===== src/rtl/mem_arbiter.sv =====
// ---------------------------------------------------------------------------
// mem_arbiter
//   Shares a single synchronous-read SRAM (mem_unit) between two requesters:
//   port 0 (instruction fetch) and port 1 (load/store). Accepts one request
//   at a time, drives the memory port from registers, waits out the read
//   latency and returns a held response to the granted requester.
//
// Parameters
//   ADDR_W   memory word-address width
//   DATA_W   data word width
//   MEM_LAT  cycles from the mem_unit sampling edge to data_o valid (1..7)
//
// Ports
//   clk_i, rst_i                 clock (rising edge), async active-high reset
//   pN_req_valid_i/ready_o       request handshake, port N
//   pN_wr_i, pN_addr_i, pN_data_i request payload, port N
//   pN_rsp_valid_o/ready_i       response handshake, port N
//   pN_rsp_data_o                read data (0 for a write response), port N
//   mem_en_o, mem_wr_o,
//   mem_addr_o, mem_data_o       to mem_unit en_i / wr_i / addr_i / data_i
//   mem_data_i                   from mem_unit data_o
//   busy_o                       high whenever the FSM is not in IDLE
//
// Build option
//   MEM_ARB_RR_EN  defined: round-robin arbitration with a 1-bit preferred-
//                  port pointer. Undefined: fixed priority, port 1 wins.
//
// States
//   IDLE  | waiting for a request; req_ready_o driven for the winner
//   ISSUE | memory request presented, mem_unit samples it on exit
//   WAIT  | counting down the read latency, capture data on exit
//   RESP  | response held on the granted port until rsp_ready_i
// ---------------------------------------------------------------------------
module mem_arbiter #(
    parameter int ADDR_W  = 11,
    parameter int DATA_W  = 32,
    parameter int MEM_LAT = 1
) (
    input  logic              clk_i,
    input  logic              rst_i,
    input  logic              p0_req_valid_i,
    output logic              p0_req_ready_o,
    input  logic              p0_wr_i,
    input  logic [ADDR_W-1:0] p0_addr_i,
    input  logic [DATA_W-1:0] p0_data_i,
    output logic              p0_rsp_valid_o,
    input  logic              p0_rsp_ready_i,
    output logic [DATA_W-1:0] p0_rsp_data_o,
    input  logic              p1_req_valid_i,
    output logic              p1_req_ready_o,
    input  logic              p1_wr_i,
    input  logic [ADDR_W-1:0] p1_addr_i,
    input  logic [DATA_W-1:0] p1_data_i,
    output logic              p1_rsp_valid_o,
    input  logic              p1_rsp_ready_i,
    output logic [DATA_W-1:0] p1_rsp_data_o,
    output logic              mem_en_o,
    output logic              mem_wr_o,
    output logic [ADDR_W-1:0] mem_addr_o,
    output logic [DATA_W-1:0] mem_data_o,
    input  logic [DATA_W-1:0] mem_data_i,
    output logic              busy_o
);

    localparam int LAT_W = 3;

    typedef enum logic [1:0] {IDLE, ISSUE, WAIT, RESP} state_t;

    state_t            state_q;
    logic              grant_q;      // 1 = port 1 owns the current access
    logic              op_wr_q;      // current access is a write
    logic [LAT_W-1:0]  lat_q;
    logic              mem_en_q;
    logic              mem_wr_q;
    logic [ADDR_W-1:0] mem_addr_q;
    logic [DATA_W-1:0] mem_data_q;
    logic              p0_rsp_valid_q;
    logic              p1_rsp_valid_q;
    logic [DATA_W-1:0] p0_rsp_data_q;
    logic [DATA_W-1:0] p1_rsp_data_q;

    logic              grant_d;      // arbitration winner this cycle
    logic              any_req;
    logic              rsp_ready;

`ifdef MEM_ARB_RR_EN
    logic              rr_q;         // preferred port when both request

    always_comb begin
        grant_d = p1_req_valid_i;
        if (p0_req_valid_i && p1_req_valid_i) begin
            grant_d = rr_q;
        end
    end
`else
    // Port 1 wins whenever it is requesting; port 0 only when alone.
    assign grant_d = p1_req_valid_i;
`endif

    assign any_req        = p0_req_valid_i | p1_req_valid_i;
    assign p0_req_ready_o = (state_q == IDLE) && p0_req_valid_i && !grant_d;
    assign p1_req_ready_o = (state_q == IDLE) && p1_req_valid_i && grant_d;
    assign rsp_ready      = grant_q ? p1_rsp_ready_i : p0_rsp_ready_i;

    always_ff @(posedge clk_i or posedge rst_i) begin
        if (rst_i) begin
            state_q        <= IDLE;
            grant_q        <= 1'b0;
            op_wr_q        <= 1'b0;
            lat_q          <= '0;
            mem_en_q       <= 1'b0;
            mem_wr_q       <= 1'b0;
            mem_addr_q     <= '0;
            mem_data_q     <= '0;
            p0_rsp_valid_q <= 1'b0;
            p1_rsp_valid_q <= 1'b0;
            p0_rsp_data_q  <= '0;
            p1_rsp_data_q  <= '0;
`ifdef MEM_ARB_RR_EN
            rr_q           <= 1'b0;
`endif
        end else begin
            case (state_q)
                IDLE: begin
                    if (any_req) begin
                        mem_en_q   <= 1'b1;
                        mem_wr_q   <= grant_d ? p1_wr_i : p0_wr_i;
                        op_wr_q    <= grant_d ? p1_wr_i : p0_wr_i;
                        mem_addr_q <= grant_d ? p1_addr_i : p0_addr_i;
                        mem_data_q <= grant_d ? p1_data_i : p0_data_i;
                        grant_q    <= grant_d;
`ifdef MEM_ARB_RR_EN
                        rr_q       <= ~grant_d;
`endif
                        state_q    <= ISSUE;
                    end
                end
                ISSUE: begin
                    // addr/data stay put; only the strobes drop
                    mem_en_q <= 1'b0;
                    mem_wr_q <= 1'b0;
                    lat_q    <= LAT_W'(MEM_LAT - 1);
                    state_q  <= WAIT;
                end
                WAIT: begin
                    if (lat_q == '0) begin
                        if (grant_q) begin
                            p1_rsp_data_q  <= op_wr_q ? '0 : mem_data_i;
                            p1_rsp_valid_q <= 1'b1;
                        end else begin
                            p0_rsp_data_q  <= op_wr_q ? '0 : mem_data_i;
                            p0_rsp_valid_q <= 1'b1;
                        end
                        state_q <= RESP;
                    end else begin
                        lat_q <= lat_q - 1'b1;
                    end
                end
                RESP: begin
                    if (rsp_ready) begin
                        p0_rsp_valid_q <= 1'b0;
                        p1_rsp_valid_q <= 1'b0;
                        state_q        <= IDLE;
                    end
                end
                default: state_q <= IDLE;
            endcase
        end
    end

    assign mem_en_o       = mem_en_q;
    assign mem_wr_o       = mem_wr_q;
    assign mem_addr_o     = mem_addr_q;
    assign mem_data_o     = mem_data_q;
    assign p0_rsp_valid_o = p0_rsp_valid_q;
    assign p1_rsp_valid_o = p1_rsp_valid_q;
    assign p0_rsp_data_o  = p0_rsp_data_q;
    assign p1_rsp_data_o  = p1_rsp_data_q;
    assign busy_o         = (state_q != IDLE);

endmodule


===== config.mk =====
export PLATFORM = sky130hd
export DESIGN_NAME = mem_arbiter
export DESIGN_NICKNAME = d
export VERILOG_FILES = /design/src/rtl/mem_arbiter.sv
export SDC_FILE = /design/constraint.sdc
export NUM_CORES = 1
export LEC_CHECK = 0
export ABC_AREA = 0
export CAP_MARGIN = 20
export CORE_MARGIN = 2
export CORE_UTILIZATION = 42
export CTS_BUF_LIST = sky130_fd_sc_hd__clkbuf_4
export DETAILED_ROUTE_END_ITERATION = 6
export PLACE_DENSITY = 0.84
export SYNTH_ARGS = -nofsm -noshare
export SYNTH_HDL_FRONTEND = slang
export SYNTH_SLANG_ARGS = --single-unit

===== constraint.sdc =====
create_clock -name clk_i -period 4.5 [get_ports clk_i]
set_input_delay 1.125 -clock clk_i [delete_from_list [all_inputs] [get_ports clk_i]]
set_output_delay 1.125 -clock clk_i [all_outputs]
set_load 0.02 [all_outputs]

## Word-level counts from Yosys, hierarchy flattened

Index checks and enable logic that the tools add are counted.

| operators by class | value |
|---|---|
| bitwise operators | 2 |
| add/sub/neg operators | 1 |
| equal/unequal tests | 9 |
| reductions and logical operators | 19 |
| multiplexer cells | 22 |

Operators by type and width:

| cell | count |
|---|---|
| two-way mux 32 bit | 2 |
| != test 2 bit, second input constant | 6 |
| two-way mux 11 bit | 1 |
| two-way mux 1 bit | 9 |
| AND reduction 3 bit | 3 |
| case mux 1 bit (2 select lines) | 4 |
| case mux 2 bit (4 select lines) | 1 |
| AND reduction 4 bit | 2 |
| nonzero test 2 bit | 4 |
| two-way mux 2 bit | 3 |
| case mux 3 bit (2 select lines) | 1 |
| AND reduction 2 bit | 3 |
| == test 2 bit, second input constant | 2 |
| logical AND 1 bit | 4 |
| zero test 3 bit | 1 |
| two-way mux 3 bit | 1 |
| subtractor 3 x 1 -> 3 bit, second input constant | 1 |
| == test 2 x 1 -> 1 bit, second input constant | 1 |
| zero test 2 bit | 1 |
| zero test 1 bit | 1 |
| NOT 1 bit | 1 |
| bitwise OR 1 bit | 1 |

| storage, ports and cells | value |
|---|---|
| input bits | 126 |
| register bits after elaboration | 118 |
| word-level logic and storage cells | 65 |

## Logic depth before layout (Yosys ltp)

| depth | value |
|---|---|
| depth in word-level cells | 3 |
| depth in mapped cells | 8 |
| gate-level depth less buffers | 6 |

## Least setup slack after synthesis

OpenSTA, ideal clock, no wires.

| timing path | value |
|---|---|
| path type | in2out |
| start point | in p1_req_valid_i |
| end point | out p0_req_ready_o |
| data required time | 3.375 ns |
| path buffers | 2 |
| path slack | 1.578 ns |
| arrival | 1.797 ns |
| stages | 3 |
| cell sequence | buf_2 buf_4 nor2_1 |

| on the way | value |
|---|---|
| longest elaborated chain between the ends | 2 |

RTL lines:

| what | line | RTL |
|---|---|---|
| from (decl) | 49 | `input logic p1_req_valid_i,` |
| zero test 1 bit | 101 | `assign p0_req_ready_o = (state_q == IDLE) && p0_req_valid_i && !grant_d;` |
| logical AND 1 bit | 101 |  |
| to (decl) | 42 | `output logic p0_req_ready_o,` |

No other way between the ends.

## Worst setup path after layout

| timing path | value |
|---|---|
| start point | in p0_req_valid_i |
| end point | out p0_req_ready_o |

| on the way | value |
|---|---|
| longest elaborated chain between the ends | 2 |

RTL lines:

| what | line | RTL |
|---|---|---|
| from (decl) | 41 | `input logic p0_req_valid_i,` |
| logical AND 1 bit (2 in a row) | 101 |  |

No other way between the ends.

==> run metrics <==
Worst path max stage delay=approximately 0.71 ns; Critical Path AT=~2.7 ns; VDD IR max=346 uV; Netlist cell types=26; FF-to-FF Start=lat_q[0]; P&R area growth vs syn=55.4%; IO Count=between 200 and 250; setup tns final=0 ns; Crit path depth=4; post-synthesis instance total=491; Cell Count, Final, Fillers Out=about 900; Post-DP Area=0.00752 mm2; Reg2Reg Setup Slack=between 2 and 3 ns; synthesis warning total=0; total wire length=approximately 14 mm; Skew-Pair Late Insertion Delay=0.52 ns; average size of a mapped cell=between 10 and 15 um2; Compound-Gate Fraction of Synth Area=0.129; htree depth=4; Routed wire per std cell=16.2 um; post-layout minimum cycle time=about 3.8 ns; f_max=about 0.27 GHz; worst r2r dst=p0_rsp_data_o[3]; setup violators final=0; Clock Pin Slew Worst Setup and Hold Paths=about 0.090 ns; top post-synthesis cells by count=dfrtp_1 (118), nand2_1 (113), o21ai_0 (71); Synth Flop Type=dfrtp_1; gr usage total=0.233; CP Buf/Inv Count=2; Reg area=about 0.003 mm2; largest family of logic cells by synthesized area=simple AND/OR/NAND/NOR gates; fraction of registers with async set/reset=1.00; post-synth top area share=0.586; XOR/XNOR share of the synthesized area=0.00174; sequential area share after synthesis=0.586; Multi-input gate area=roughly 0.0019 mm2; final setup skew=around 0.0089 ns; Starting DRT DRC Count=approximately 330; clock buffer depth=2; power per cell area=666 mW/mm2; hold depth=2; P_leak=~3.5 nW; hold-critical path endpoint=p1_rsp_data_o[31]; most used cell, CP=clkdlybuf4s50_1; Synth Area in Adders=0.0149; top-count cell post-synth=dfrtp_1; Post-DP HPWL=~11 mm; row count=39; CP endpoint kind=output pin; fillers=875; worst r2r path cells=6; Seq cells post-synth=between 100 and 150; fin. max-slew vios=0; Post-synth EDFFs=0; clock root buffer=clkbuf_4; DRC viols=0; Top delay family on crit path=buffers and inverters; worst path cell trace=clkdlybuf4s50_1, nand2_1, nor2_1, clkdlybuf4s50_1; Worst Setup Path Type=input pin to output pin; placed cell count=848; drt pass-1 iters=4; clock net sink count=118; leading area contributor after synthesis=dfrtp_1; maxcap violations=0; vias in the first global route=roughly 4,600; Worst Max-Slew Pin Slew=roughly 0.96 ns; chip width=between 100 and 150 um; fin crit share=0.838; largest net degree at the start of global routing=just under 80; Area contributors post-synth=dfrtp_1 (59%), mux2i_1 (9.3%), nand2_1 (8.4%); Hold Buf Count CTS=0; TritonCTS clock tree=yes; Slowest cell on crit path=clkdlybuf4s50_1; Setup Fix Bufs, Post-CTS=0; worst hold path class=flip-flop to flip-flop; Initial Util=0.435; Die ar.=0.0129 mm2; Vias/cell=around 5; RSZ-0062 raised after global routing=no; Post-layout nets=around 860; CTS Buf Count=17; CP max FO=3; first-pass GRT wire length=22.9 mm; CTS resizes=0; headroom to the max-slew limit=0.362; final hold violation count=0; vias post-DR=4,416; GR Overflow Total=0; status=complete, no violations; antenna-violating nets left=0; HP Start=p1_rsp_data_o[31]; syn_nets=a little over 600; fraction of layout cells with a size suffix above 1=0.0556; CP startpoint kind=input pin; Chip Height=113 um; Hold WS=roughly 0.48 ns; gpl congestion=0.805; Core Box Area=~0.012 mm2; Simple-Gate Fraction of Synth Area=0.137; post-synthesis mux area share=0.0957; Synth Cell Area=about 0.0050 mm2; initial antenna violation count=0; Port Buffer Count=239; WP data required=3.38 ns; final instance area=slightly below 0.008 mm2
==> routing by layer <==
metal	global-route usage	routed length, um
met1	0.252	5370
met2	0.390	6880
met3	0.112	1670
met4	0.100	365
met5	0	0
==> where the power goes <==
part	total, mW	internal, mW	switching, mW
Clock	0.760	0.385	0.375
Sequential	1.83	1.53	0.301
Combinational	2.62	1.21	1.41
==> state kept, by name (all words and copies together) (netlist names), 2 cells and up <==
register       flops
lat_q              3
state_q            2
mem_data_o        32
p0_rsp_data_o     32
p1_rsp_data_o     32
mem_addr_o        11
==> cells by family (layout without fill, tap and decap cells) <==
logic type	after synthesis	in the layout
buffers and inverters	41	287
XOR/XNOR	1	1
AND/OR/NAND/NOR	156	156
flip-flops	118	118
other	0	1
multiplexers	48	48
adder cells (fa/ha/maj)	6	6
AO/OA/AOI/OAI	121	121
==> stage by stage <==
step | worst slack, ns | total power [mW] | util
3_3_place_gp | 0.727 | 4.37 | 0.650
4_1_cts | 0.715 | 5.26 | 0.674
6_report | 0.727 | 5.21 | 0.676
2_1_floorplan | 0.246 | 3.17 | -
5_1_grt | 0.670 | 5.59 | 0.676
3_5_place_dp | 0.720 | 4.48 | 0.650
==> how the worst max path moves through the flow <==
stage	slack, ns	start	endpoint
finish	0.73	p0_req_valid_i	p0_req_ready_o
global route	0.67	p0_req_valid_i	p0_req_ready_o
CTS	0.71	p0_req_valid_i	p0_req_ready_o
detailed placement	0.72	p0_req_valid_i	p0_req_ready_o
global placement	0.73	p0_req_valid_i	p0_req_ready_o
floorplan	0.25	rst_i	grant_q
==> placed cells by master (no fill, tap or decap), types with 2 or more instances in the layout <==
master / synthesis / routed
clkdlybuf4s50_1: 0 / 238
dfrtp_1: 118 / 118
nand2_1: 113 / 113
o21ai_0: 71 / 71
mux2i_1: 47 / 47
o21ai_1: 39 / 39
nand2b_1: 34 / 34
clkbuf_4: 0 / 19
inv_1: 10 / 9
ha_1: 6 / 6
buf_4: 4 / 6
nor2_1: 4 / 4
clkinv_2: 0 / 4
a22o_1: 3 / 3
bufinv_16: 0 / 3
clkinv_1: 0 / 3
a21o_1: 2 / 2
o2bb2ai_1: 2 / 2
clkinvlp_4: 0 / 2
==> worst reg2reg max path, cell delays in order, from the launching register on <==
cell	delay [ns]
dfrtp_1	0.41
inv_1	0.06
ha_1	0.20
ha_1	0.29
nand3b_1	0.12
buf_4	0.46
o21ai_0	0.22
==> layout make-up <==
class / count / area share
flip-flops and latches: 118 / 0.377
clock inverters: 12 / 0.0174
clock buffers: 19 / 0.0182
inverters: 10 / 0.00512
well taps: 143 / 0.0229
repair buffers: 246 / 0.313
multi-input cells: 332 / 0.245
diodes: 1 / 0.000320
(Power assumes the default switching activity.)
